[config.mk]
export PLATFORM = sky130hd
export DESIGN_NAME = fg_timer_mc
export DESIGN_NICKNAME = d
export VERILOG_FILES = /design/src/rtl/fg_timer_pkg.sv /design/src/rtl/fg_prescaler.sv /design/src/rtl/fg_timer_mc.sv
export SDC_FILE = /design/constraint.sdc
export NUM_CORES = 1
export LEC_CHECK = 0
export ABC_AREA = 1
export CORE_MARGIN = 5
export CORE_UTILIZATION = 50
export CTS_CLUSTER_DIAMETER = 120
export CTS_CLUSTER_SIZE = 10
export DETAILED_ROUTE_END_ITERATION = 16
export HOLD_SLACK_MARGIN = 0.02
export PLACE_DENSITY = 0.82
export SLEW_MARGIN = 40
export SYNTH_ARGS = -nofsm -noshare
export SYNTH_HDL_FRONTEND = slang
export SYNTH_SLANG_ARGS = --single-unit
[constraint.sdc]
create_clock -name clk_i -period 5.3 [get_ports clk_i]
set_input_delay 0.795 -clock clk_i [delete_from_list [all_inputs] [get_ports clk_i]]
set_output_delay 0.795 -clock clk_i [all_outputs]
set_load 0.02 [all_outputs]
[src/rtl/fg_timer_pkg.sv]
// Shared types for the multi-channel function-generator timer.
//   fg_mode_e : per-channel counting mode (2 bits)
//   FG_MODE_W : width of one mode field in the packed mode bus
package fg_timer_pkg;

    localparam int unsigned FG_MODE_W = 2;

    typedef enum logic [FG_MODE_W-1:0] {
        FG_MODE_COMPARE = 2'd0,
        FG_MODE_ACCUM   = 2'd1,
        FG_MODE_ONESHOT = 2'd2,
        FG_MODE_UPDOWN  = 2'd3
    } fg_mode_e;

endpackage

[src/rtl/fg_prescaler.sv]
// Shared clock-divider for all timer channels.
// Ports:
//   clk, rst_n : clock, asynchronous active-low reset
//   prescaler  : divide value, one tick every prescaler+1 cycles
//   tick       : combinational tick, forced low while rst_n is asserted
module fg_prescaler #(
    parameter int unsigned PSC_BITWIDTH = 9
) (
    input  logic                    clk,
    input  logic                    rst_n,
    input  logic [PSC_BITWIDTH-1:0] prescaler,
    output logic                    tick
);

    logic [PSC_BITWIDTH-1:0] psc_q;
    logic [PSC_BITWIDTH-1:0] psc_d;
    logic                    tick_raw;

    // >= rather than == so a lowered divide value ticks at once instead of
    // running the counter all the way round.
    assign tick_raw = (psc_q >= prescaler);

    // No overflow: the increment only happens while psc_q < prescaler.
    assign psc_d = tick_raw ? '0 : psc_q + PSC_BITWIDTH'(1);

    always_ff @(posedge clk or negedge rst_n) begin
        if (!rst_n) begin
            psc_q <= '0;
        end else begin
            psc_q <= psc_d;
        end
    end

    assign tick = tick_raw & rst_n;

endmodule

[src/rtl/fg_timer_mc.sv]
// Multi-channel timer: one shared prescaler, NUM_CH independent counters,
// each in COMPARE, ACCUM, ONESHOT or UPDOWN mode.
// Ports:
//   clk_i, rstn_i  : clock, asynchronous active-low reset
//   enable_i       : per-channel run enable
//   mode_i         : per-channel mode, FG_MODE_W bits each
//   prescaler_i    : shared divide value
//   period_i       : per-channel top value (step in ACCUM)
//   compare_i      : per-channel compare threshold
//   preload_i      : per-channel ACCUM start phase
//   update_i       : force shadow reload on all channels
//   counterVal_o   : per-channel counter, channel n at [n*CW +: CW]
//   clk_en_o       : prescaler tick (combinational)
//   wrap_o         : one-cycle period-event pulse
//   cmp_o          : counter < active compare (combinational)
//   done_o         : ONESHOT finished level
// Build option: define FG_TIMER_SHADOW_EN to hold mode/period/compare in
// shadow registers that reload on wrap, update_i, or while disabled.
module fg_timer_mc
    import fg_timer_pkg::*;
#(
    parameter int unsigned COUNTER_BITWIDTH = 10,
    parameter int unsigned PSC_BITWIDTH     = 9,
    parameter int unsigned NUM_CH           = 2
) (
    input  logic                             clk_i,
    input  logic                             rstn_i,
    input  logic [NUM_CH-1:0]                enable_i,
    input  logic [FG_MODE_W*NUM_CH-1:0]      mode_i,
    input  logic [PSC_BITWIDTH-1:0]          prescaler_i,
    input  logic [NUM_CH*COUNTER_BITWIDTH-1:0] period_i,
    input  logic [NUM_CH*COUNTER_BITWIDTH-1:0] compare_i,
    input  logic [NUM_CH*COUNTER_BITWIDTH-1:0] preload_i,
    input  logic                             update_i,
    output logic [NUM_CH*COUNTER_BITWIDTH-1:0] counterVal_o,
    output logic                             clk_en_o,
    output logic [NUM_CH-1:0]                wrap_o,
    output logic [NUM_CH-1:0]                cmp_o,
    output logic [NUM_CH-1:0]                done_o
);

    localparam int unsigned CW = COUNTER_BITWIDTH;

    logic tick;

    fg_prescaler #(
        .PSC_BITWIDTH(PSC_BITWIDTH)
    ) u_prescaler (
        .clk       (clk_i),
        .rst_n     (rstn_i),
        .prescaler (prescaler_i),
        .tick      (tick)
    );

    assign clk_en_o = tick;

`ifndef FG_TIMER_SHADOW_EN
    // Without shadows the live inputs are the active config; update_i has no role.
    logic unused_update;
    assign unused_update = update_i;
`endif

    for (genvar n = 0; n < int'(NUM_CH); n++) begin : g_ch

        logic          en;
        fg_mode_e      mode_in;
        logic [CW-1:0] period_in;
        logic [CW-1:0] compare_in;
        logic [CW-1:0] preload_in;

        fg_mode_e      mode_act;
        logic [CW-1:0] period_act;
        logic [CW-1:0] compare_act;

        logic [CW-1:0] cnt_q, cnt_d;
        logic          dir_q, dir_d;   // 1 = counting up
        logic          wrap_q, wrap_d;
        logic          done_q, done_d;
        logic [CW:0]   acc_sum;

        assign en         = enable_i[n];
        assign mode_in    = fg_mode_e'(mode_i[n*FG_MODE_W +: FG_MODE_W]);
        assign period_in  = period_i[n*CW +: CW];
        assign compare_in = compare_i[n*CW +: CW];
        assign preload_in = preload_i[n*CW +: CW];

`ifdef FG_TIMER_SHADOW_EN
        fg_mode_e      mode_sh;
        logic [CW-1:0] period_sh;
        logic [CW-1:0] compare_sh;
        logic          shadow_load;

        // wrap_d is only ever set on a tick, so this is the wrap edge itself.
        assign shadow_load = !en | update_i | wrap_d;

        always_ff @(posedge clk_i or negedge rstn_i) begin
            if (!rstn_i) begin
                mode_sh    <= FG_MODE_COMPARE;
                period_sh  <= '0;
                compare_sh <= '0;
            end else if (shadow_load) begin
                mode_sh    <= mode_in;
                period_sh  <= period_in;
                compare_sh <= compare_in;
            end
        end

        assign mode_act    = mode_sh;
        assign period_act  = period_sh;
        assign compare_act = compare_sh;
`else
        assign mode_act    = mode_in;
        assign period_act  = period_in;
        assign compare_act = compare_in;
`endif

        assign acc_sum = {1'b0, cnt_q} + {1'b0, period_act};

        // Next-state for one channel; counters move only on a prescaler tick.
        always_comb begin
            cnt_d  = cnt_q;
            dir_d  = dir_q;
            wrap_d = 1'b0;
            done_d = done_q;

            if (!en) begin
                cnt_d  = (mode_in == FG_MODE_ACCUM) ? preload_in : '0;
                dir_d  = 1'b1;
                done_d = 1'b0;
            end else begin
                if (mode_act != FG_MODE_ONESHOT) begin
                    done_d = 1'b0;
                end
                if (mode_act != FG_MODE_UPDOWN) begin
                    dir_d = 1'b1;
                end

                if (tick) begin
                    unique case (mode_act)
                        FG_MODE_COMPARE: begin
                            // >= also catches a period lowered below the count.
                            if (cnt_q >= period_act) begin
                                cnt_d  = '0;
                                wrap_d = 1'b1;
                            end else begin
                                cnt_d = cnt_q + CW'(1);
                            end
                        end

                        FG_MODE_ACCUM: begin
                            cnt_d  = acc_sum[CW-1:0];
                            wrap_d = acc_sum[CW];
                        end

                        FG_MODE_ONESHOT: begin
                            if (!done_q) begin
                                if (cnt_q >= period_act) begin
                                    wrap_d = 1'b1;
                                    done_d = 1'b1;
                                end else begin
                                    cnt_d = cnt_q + CW'(1);
                                    if (cnt_q + CW'(1) == period_act) begin
                                        wrap_d = 1'b1;
                                        done_d = 1'b1;
                                    end
                                end
                            end
                        end

                        FG_MODE_UPDOWN: begin
                            if (period_act == '0) begin
                                cnt_d  = '0;
                                dir_d  = 1'b1;
                                wrap_d = 1'b1;
                            end else if (dir_q) begin
                                if (cnt_q >= period_act) begin
                                    // Turn at the top; a period of 1 lands on 0 at once.
                                    cnt_d = cnt_q - CW'(1);
                                    dir_d = 1'b0;
                                    if (cnt_q == CW'(1)) begin
                                        dir_d  = 1'b1;
                                        wrap_d = 1'b1;
                                    end
                                end else begin
                                    cnt_d = cnt_q + CW'(1);
                                end
                            end else begin
                                if (cnt_q <= CW'(1)) begin
                                    cnt_d  = '0;
                                    dir_d  = 1'b1;
                                    wrap_d = 1'b1;
                                end else begin
                                    cnt_d = cnt_q - CW'(1);
                                end
                            end
                        end
                    endcase
                end
            end
        end

        always_ff @(posedge clk_i or negedge rstn_i) begin
            if (!rstn_i) begin
                cnt_q  <= '0;
                dir_q  <= 1'b1;
                wrap_q <= 1'b0;
                done_q <= 1'b0;
            end else begin
                cnt_q  <= cnt_d;
                dir_q  <= dir_d;
                wrap_q <= wrap_d;
                done_q <= done_d;
            end
        end

        assign counterVal_o[n*CW +: CW] = cnt_q;
        assign wrap_o[n]                = wrap_q;
        assign done_o[n]                = done_q;
        // Gated by reset so cmp_o reads 0 while held in reset even with live config.
        assign cmp_o[n]                 = rstn_i & (cnt_q < compare_act);
    end

endmodule

==> reports/summary.txt, run 1 <==
Flop-to-flop setup slack: 2.48 ns
Mapped Area: 0.006261 sq mm
Post-route ant nets: 0
Post-CTS resize count: 0
Pwr Density: 308.2 mW/mm^2
Total track usage: 0.2685
Pins Over Slew Limit: 0
Worst path arrival time: 3.06 ns
Clock skew: 0.003458 ns
CTS tree: done
Synth area leaders: nand2_1 (19%), ha_1 (15%), dfrtp_1 (13%), inv_1 (9.7%), nor2_1 (8.2%)
Final non-filler cell total: 1322
First-pass GRT wire length: 32290 um
Outcome: finished, final reports clean
Worst r2r src: g_ch[1].cnt_q[0]
CP Cell Sequence: clkdlybuf4s50_1, inv_1, ha_1, a21oi_1, o21a_1, nand4_4, nand2_2, clkinv_2, clkdlybuf4s50_1
Synth unique cells: 53
Layout cells sized above 1: 0.05026
Warnings from Yosys: 0
H-tree depth: 2
Final Cycle Share: 0.7280
Hold Vio Cnt, Final: 0
DIE WIDTH: 121.9 um
CTS Hold Bufs: 0
Nets@finish: 1307
Worst-Margin Slew: 0.6255 ns
GPL Wtd Cong: 0.9915
Syn Area/Cell: 5.884 sq um
Antenna violations before repair: 0
Clk_lat worst skew: 0.28 ns
Slowest cell on crit path: clkdlybuf4s50_1
Layout area overhead: 19.62%
Setup violators final: 0
IO buf count: 103
Ant diodes: 0
Max Cap Violations: 0
Vias in the first global route: 6651
Maximum VDD drop: 0.1568 mV
HPWL Detailed: 15740 um
Aggregate global routing overflow: 0
CP Launch Type: input pin
Die Height: 121.9 um
Vias: 7077
Leak: 0.003901 uW
FP Rows: 40
Yosys reg bits: 35
Most used cell, CP: clkdlybuf4s50_1
Max Clock Freq: 259.2 MHz
HP Class: input pin to asynchronous set/reset pin
Initial DRC Count: 657
TritonCTS Buffers: 5
RSZ-0062 raised after global routing: no
Initial Utilization: 0.5148
Post-synth top area share: 0.1853
Setup CP Type: input pin to output pin
Reg2Reg Depth: 14
Asr flop ratio synth: 1.000
Max stage delay on crit path: 0.58 ns
Final total power: 2309 uW
Full die area: 0.01486 sq mm
Largest net degree at the start of global routing: 30
Setup TNS: 0 ns
Hold Worst Slack: 0.3651 ns
Detail-routed via count per cell: 5.353
Core footprint: 0.01216 sq mm
Primary FF master, synth: dfrtp_1
Sink Count: 35
Delay-heaviest family, CP: buffers and inverters
Routed wire per std cell: 15.02 um
Synthesized Nets: 1218
Reg clk slew, reported paths: 0.06 ns
Req. time, crit path: 4.51 ns
DR DRC count: 0
RR Endpoint: g_ch[1].cnt_q[9]
# IOs: 105
Clk buf depth: 2
CTS root buf: clkbuf_16
DR pass1 iterations: 5
Total setup buffers inserted after CTS: 0
Worst path buffer plus inverter count: 4
Area leader, netlist: nand2_1
Post-layout min period: 3.859 ns
Placed insts: 1314
DRT Wirelength: 19860 um
Post-synth EDFFs: 0
CP Max Fanout: 10
Mapped Cells: 1064
Critical path capture point type: output pin
Sequential area share after synthesis: 0.1403
Relative slew margins: 0.5830
[stage by stage]
stage | area [sq um] | util | setup WS (ns)
5_1_grt | 7490 | 0.6158 | 1.341
3_5_place_dp | 7348 | 0.6042 | 1.447
3_3_place_gp | 7348 | 0.6042 | 1.480
6_report | 7490 | 0.6158 | 1.441
4_1_cts | 7490 | 0.6158 | 1.445
2_1_floorplan | 6261 | - | 2.682
[state kept, by name, indices dropped and copies added (netlist names)]
| name | cells |
|---|---|
| g_ch.wrap_q | 2 |
| g_ch.cnt_q | 20 |
| g_ch.dir_q | 2 |
| u_prescaler.psc_q | 9 |
| g_ch.done_q | 2 |
[per-layer routing]
layer / vias to the layer above / share of wire / track usage
met5: - / 0 / 0
met4: 0 / 0.014 / 0.06933
met3: 25 / 0.10 / 0.05060
met2: 304 / 0.44 / 0.4278
met1: 3178 / 0.45 / 0.3737
li1: 3570 / - / -
[cell type report]
class                           count  area [sq um]
Timing Repair Buffer              105          1041
Sequential cell                    35         878.3
Multi-Input combinational cell    835          4576
Tap cell                          168         210.2
Clock inverter                      2         12.51
Inverter                          171         643.1
Clock buffer                        6         128.9
Fill cell                        1236          4672
[worst reg2reg max path: stages, from the launching register on]
cell and delay, ns:
dfrtp_1 0.69, inv_1 0.32, ha_1 0.38, inv_1 0.08, nand2_1 0.05, nand2_1 0.05, nand2_1 0.05, nand3_2 0.12
nand2_2 0.12, o21ai_2 0.13, nand2_1 0.07, nand2_2 0.26, inv_2 0.18, nor2_1 0.14, a21oi_1 0.07
[worst max path at each step]
| stage | from | to | slack (ns) | cells after the start |
|---|---|---|---|---|
| after floorplan | prescaler_i[6] | clk_en_o | 2.68 | 7 |
| after global placement | prescaler_i[8] | clk_en_o | 1.48 | 9 |
| after detailed placement | prescaler_i[6] | clk_en_o | 1.45 | 9 |
| after CTS | prescaler_i[6] | clk_en_o | 1.45 | 9 |
| after global routing | prescaler_i[6] | clk_en_o | 1.34 | 9 |
| final | prescaler_i[6] | clk_en_o | 1.44 | 9 |
[Yosys cell counts, types with 3 or more instances]
library cell,number
nand3b_1,7
nor2_2,4
nor2_4,4
ha_1,74
a21oi_1,52
a31oi_1,3
nand3_1,91
inv_1,162
a211oi_1,3
nand2_1,309
buf_6,5
nand3_2,3
buf_2,8
nor2_1,137
dfrtp_1,33
nand4_1,20
o21ai_2,3
nor3b_1,3
o21ai_1,5
inv_2,7
a21oi_2,6
o21ai_0,36
nor3_1,8
o211ai_1,6
buf_4,8
xor2_1,22
nand2_2,9
[power by group]
group	switching (uW)	leakage (uW)	internal, uW	total, uW
sequential	195	0.000437	334	529
combinational	913	0.00340	572	1490
clock	121	0.0000669	174	294
total	1230	0.00390	1080	2310
[cell families after synthesis]
| group | count (synthesis) | share of synthesized area |
|---|---|---|
| and+or+nand+nor | 606 | 0.4203 |
| buffers and inverters | 194 | 0.1289 |
| AOI/OAI and AO/OA | 129 | 0.1227 |
| adders and majority gates | 76 | 0.1543 |
| DFF | 35 | 0.1403 |
| xor gates and xnor gates | 24 | 0.03357 |
[cells in the final DEF, fill, tap and decap left out, types with 2 or more instances in the layout]
cell type,count
clkbuf_16,5
fa_1,2
nand3_1,91
nand2_1,309
xor2_1,22
o21ai_0,36
nor3_1,8
clkinv_2,2
nor2_4,4
and3_1,2
o21ai_2,3
nand4_1,20
nand2_2,9
nor3b_1,3
a21oi_1,52
inv_2,7
dfrtp_1,33
inv_1,162
a211oi_1,3
a21oi_2,6
nand3_2,3
nor2_2,4
o211ai_1,6
o21ai_1,5
clkdlybuf4s50_1,102
nor2_1,137
a31oi_1,3
o2111ai_1,2
a31oi_2,2
ha_1,74
a21boi_0,2
and2_1,2
dfstp_2,2
xnor2_1,2
buf_4,2
nand3b_1,7
o22ai_1,2
No activity file was read; power rests on OpenSTA's default activity.
==> inputs of run 2 (changes only) <==
==> constraint.sdc (replaced) <==
create_clock -name clk_i -period 3.98 [get_ports clk_i]
set_input_delay 0.597 -clock clk_i [delete_from_list [all_inputs] [get_ports clk_i]]
set_output_delay 0.597 -clock clk_i [all_outputs]
set_load 0.02 [all_outputs]
==> run 2 against run 1 <==
Critical path type unchanged. Largest cell class unchanged. Largest power group unchanged. Die area unchanged. Design area is 0.53% higher. Highest routed layer unchanged. First-iteration DRC count rose by 32%.
==> reports/summary.txt, run 2 (synthesized netlist as in run 1, its figures left out) <==
Outcome: finished, final reports clean (unchanged)
Pins Over Slew Limit: 0 (unchanged)
CP Max Fanout: 10 (unchanged)
Largest net degree at the start of global routing: 27 (was 30)
Worst path buffer plus inverter count: 4 (unchanged)
HPWL Detailed: 15940 um (was 15740 um)
Worst-Margin Slew: 0.6336 ns (was 0.6255 ns)
CTS root buf: clkbuf_16 (unchanged)
Reg clk slew, reported paths: 0.06 ns (about the same)
Detail-routed via count per cell: 5.403 (was 5.353)
P_int: 1473 uW (was 1080 uW)
Final Cycle Share: 0.8724
HP Class: input pin to asynchronous set/reset pin (unchanged)
FP Rows: 40 (unchanged)
Leading cell types in the layout, fill and taps excluded: nand2_1 (309), inv_1 (162), nor2_1 (137), clkdlybuf4s50_1 (102), nand3_1 (91) (unchanged)
Layout area overhead: 20.26% (was 19.62%)
Clk buf depth: 2 (unchanged)
Relative slew margins: 0.5760 (was 0.5830)
Hold Vio Cnt, Final: 0 (unchanged)
DIE WIDTH: 121.9 um (unchanged)
Sw Ratio: 0.5283 (was 0.5323)
CP Launch Type: input pin (unchanged)
CP Cell Sequence: clkdlybuf4s50_1, inv_1, ha_1, nand2_1, nor2_1, nand3b_1, nand4_4, nand2_2, clkinv_2, clkdlybuf4s50_1 (was clkdlybuf4s50_1, inv_1, ha_1, a21oi_1, o21a_1, nand4_4, nand2_2, clkinv_2, clkdlybuf4s50_1)
Vias in the first global route: 6503 (was 6651)
Reg power frac: 0.215 (was 0.229)
Pwr Density: 414.6 mW/mm^2 (was 308.2 mW/mm^2)
GPL Wtd Cong: 1.021 (was 0.9915)
Setup CP Type: input pin to output pin (unchanged)
Max Cap Violations: 0 (unchanged)
CTS Hold Bufs: 0 (unchanged)
Total track usage: 0.2696 (was 0.2685)
Leak: 0.003928 uW (was 0.003901 uW)
Layout cells sized above 1: 0.05354 (was 0.05026)
Final Cell Area: 0.007530 sq mm (was 0.007490 sq mm)
Maximum VDD drop: 0.2407 mV (was 0.1568 mV)
Fill cell count: 1200 (was 1236)
Biggest register: g_ch.cnt_q (unchanged)
Delay-heaviest family, CP: buffers and inverters (unchanged)
DRT Wirelength: 20070 um (was 19860 um)
Req. time, crit path: 3.38 ns (was 4.51 ns)
Full die area: 0.01486 sq mm (unchanged)
Max reg flops: 20 (unchanged)
Post-CTS resize count: 0 (unchanged)
Total setup buffers inserted after CTS: 0 (unchanged)
Clk pwr share: 0.130 (was 0.128)
Clk_lat worst skew: 0.28 ns (about the same)
H-tree depth: 2 (unchanged)
Vias: 7164 (was 7077)
Placed Instance Area: 0.007378 sq mm (was 0.007348 sq mm)
# IOs: 105 (unchanged)
Most common cell after layout, fill and taps aside: nand2_1 (unchanged)
Setup TNS: 0 ns (unchanged)
IO buf count: 103 (unchanged)
Max stage delay on crit path: 0.63 ns (was 0.58 ns)
Most used cell, CP: clkdlybuf4s50_1 (unchanged)
Sink Count: 35 (unchanged)
TritonCTS Buffers: 5 (unchanged)
Antenna violations before repair: 0 (unchanged)
RSZ-0062 raised after global routing: no (unchanged)
Aggregate global routing overflow: 0 (unchanged)
Routed wire per std cell: 15.13 um (was 15.02 um)
Post-layout min period: 3.472 ns
NetSw: 1649 uW (was 1229 uW)
Ant diodes: 0 (unchanged)
Nets@finish: 1311 (was 1307)
Die Height: 121.9 um (unchanged)
Initial Utilization: 0.5148 (unchanged)
Setup violators final: 0 (unchanged)
Largest regs: g_ch.cnt_q: 20 flops, u_prescaler.psc_q: 9 flops (unchanged)
DR DRC count: 0 (unchanged)
CTS tree: done (unchanged)
Gate power share: 0.655 (was 0.643)
Max Clock Freq: 288.0 MHz
First-pass GRT wire length: 32230 um (was 32290 um)
Slowest cell on crit path: clkdlybuf4s50_1 (unchanged)
Clock skew: 0.005449 ns (was 0.003458 ns)
Post-route ant nets: 0 (unchanged)
Initial DRC Count: 869 (was 657)
Critical path capture point type: output pin (unchanged)
Core footprint: 0.01216 sq mm (unchanged)
Worst path arrival time: 2.88 ns (was 3.06 ns)
DR pass1 iterations: 6 (was 5)
-- run 2: cell count changes in the layout (fill, tap and decap cells not counted), sizes merged --
cell,previous run,this run
clkinvlp,1,0
buf,3,7
clkbuf,6,7
-- run 2: final timing paths --
path                                      start                   end  slack (ns)  depth (start not counted)
max reg2reg                    g_ch[1].cnt_q[0]      g_ch[1].cnt_q[9]        1.25                         14
min reg2reg                u_prescaler.psc_q[0]  u_prescaler.psc_q[0]        0.49                          1
min                                      rstn_i  u_prescaler.psc_q[7]        0.20                          1
max                              prescaler_i[8]              clk_en_o        0.51                         10
max in group asynchronous                rstn_i         g_ch[1].dir_q        3.07                          2
min in group clk_i         u_prescaler.psc_q[0]  u_prescaler.psc_q[0]        0.49                          1
-- run 2: final cells by class --
type | instances | area, sq um | share of cell area
Sequential cell | 35 | 878.3 | 0.1167
Timing Repair Buffer | 109 | 1071 | 0.1422
Tap cell | 168 | 210.2 | 0.02792
Multi-Input combinational cell | 835 | 4576 | 0.6077
Inverter | 171 | 643.1 | 0.08541
Clock buffer | 7 | 142.6 | 0.01894
Clock inverter | 1 | 8.758 | 0.001163
-- run 2: routing by layer --
layer,global-route usage,vias to the layer above,wire (um)
met4,0.05952,0,312
met3,0.04410,30,1991
met1,0.3911,3218,9071
met2,0.4202,338,8690
met5,0,-,0
li1,-,3578,-
-- run 2: power groups by stage --
stage               combinational (uW)  sequential [uW]  clock (uW)
floorplan                         1430              629           0
global placement                  1970              663           0
detailed placement                2000              665           0
CTS                               2020              660         411
global route                      2300              682         430
finish                            2050              670         406
-- run 2: worst register-to-register path, cell delays in order, from the launching register on --
cell     delay [ns]
dfrtp_1        0.64
inv_1          0.29
ha_1           0.37
inv_1          0.08
nand2_1        0.05
nand2_1        0.05
nand2_1        0.06
nand3_2        0.12
nand2_2        0.12
o21ai_2        0.13
nand2_1        0.07
nand2_2        0.24
inv_2          0.18
nor2_1         0.14
a21oi_1        0.08
-- run 2: through the flow --
stage          setup slack, ns  hold WS, ns    util  instances  total power [uW]
2_1_floorplan            1.758       0.3014       -       1064              2057
3_3_place_gp            0.5600       0.4858  0.6067       1318              2637
3_5_place_dp            0.5018       0.4845  0.6067       1318              2670
4_1_cts                 0.5013       0.2048  0.6191       1326              3090
5_1_grt                 0.3747       0.2120  0.6191       1326              3411
6_report                0.5079       0.1992  0.6191       1326              3122
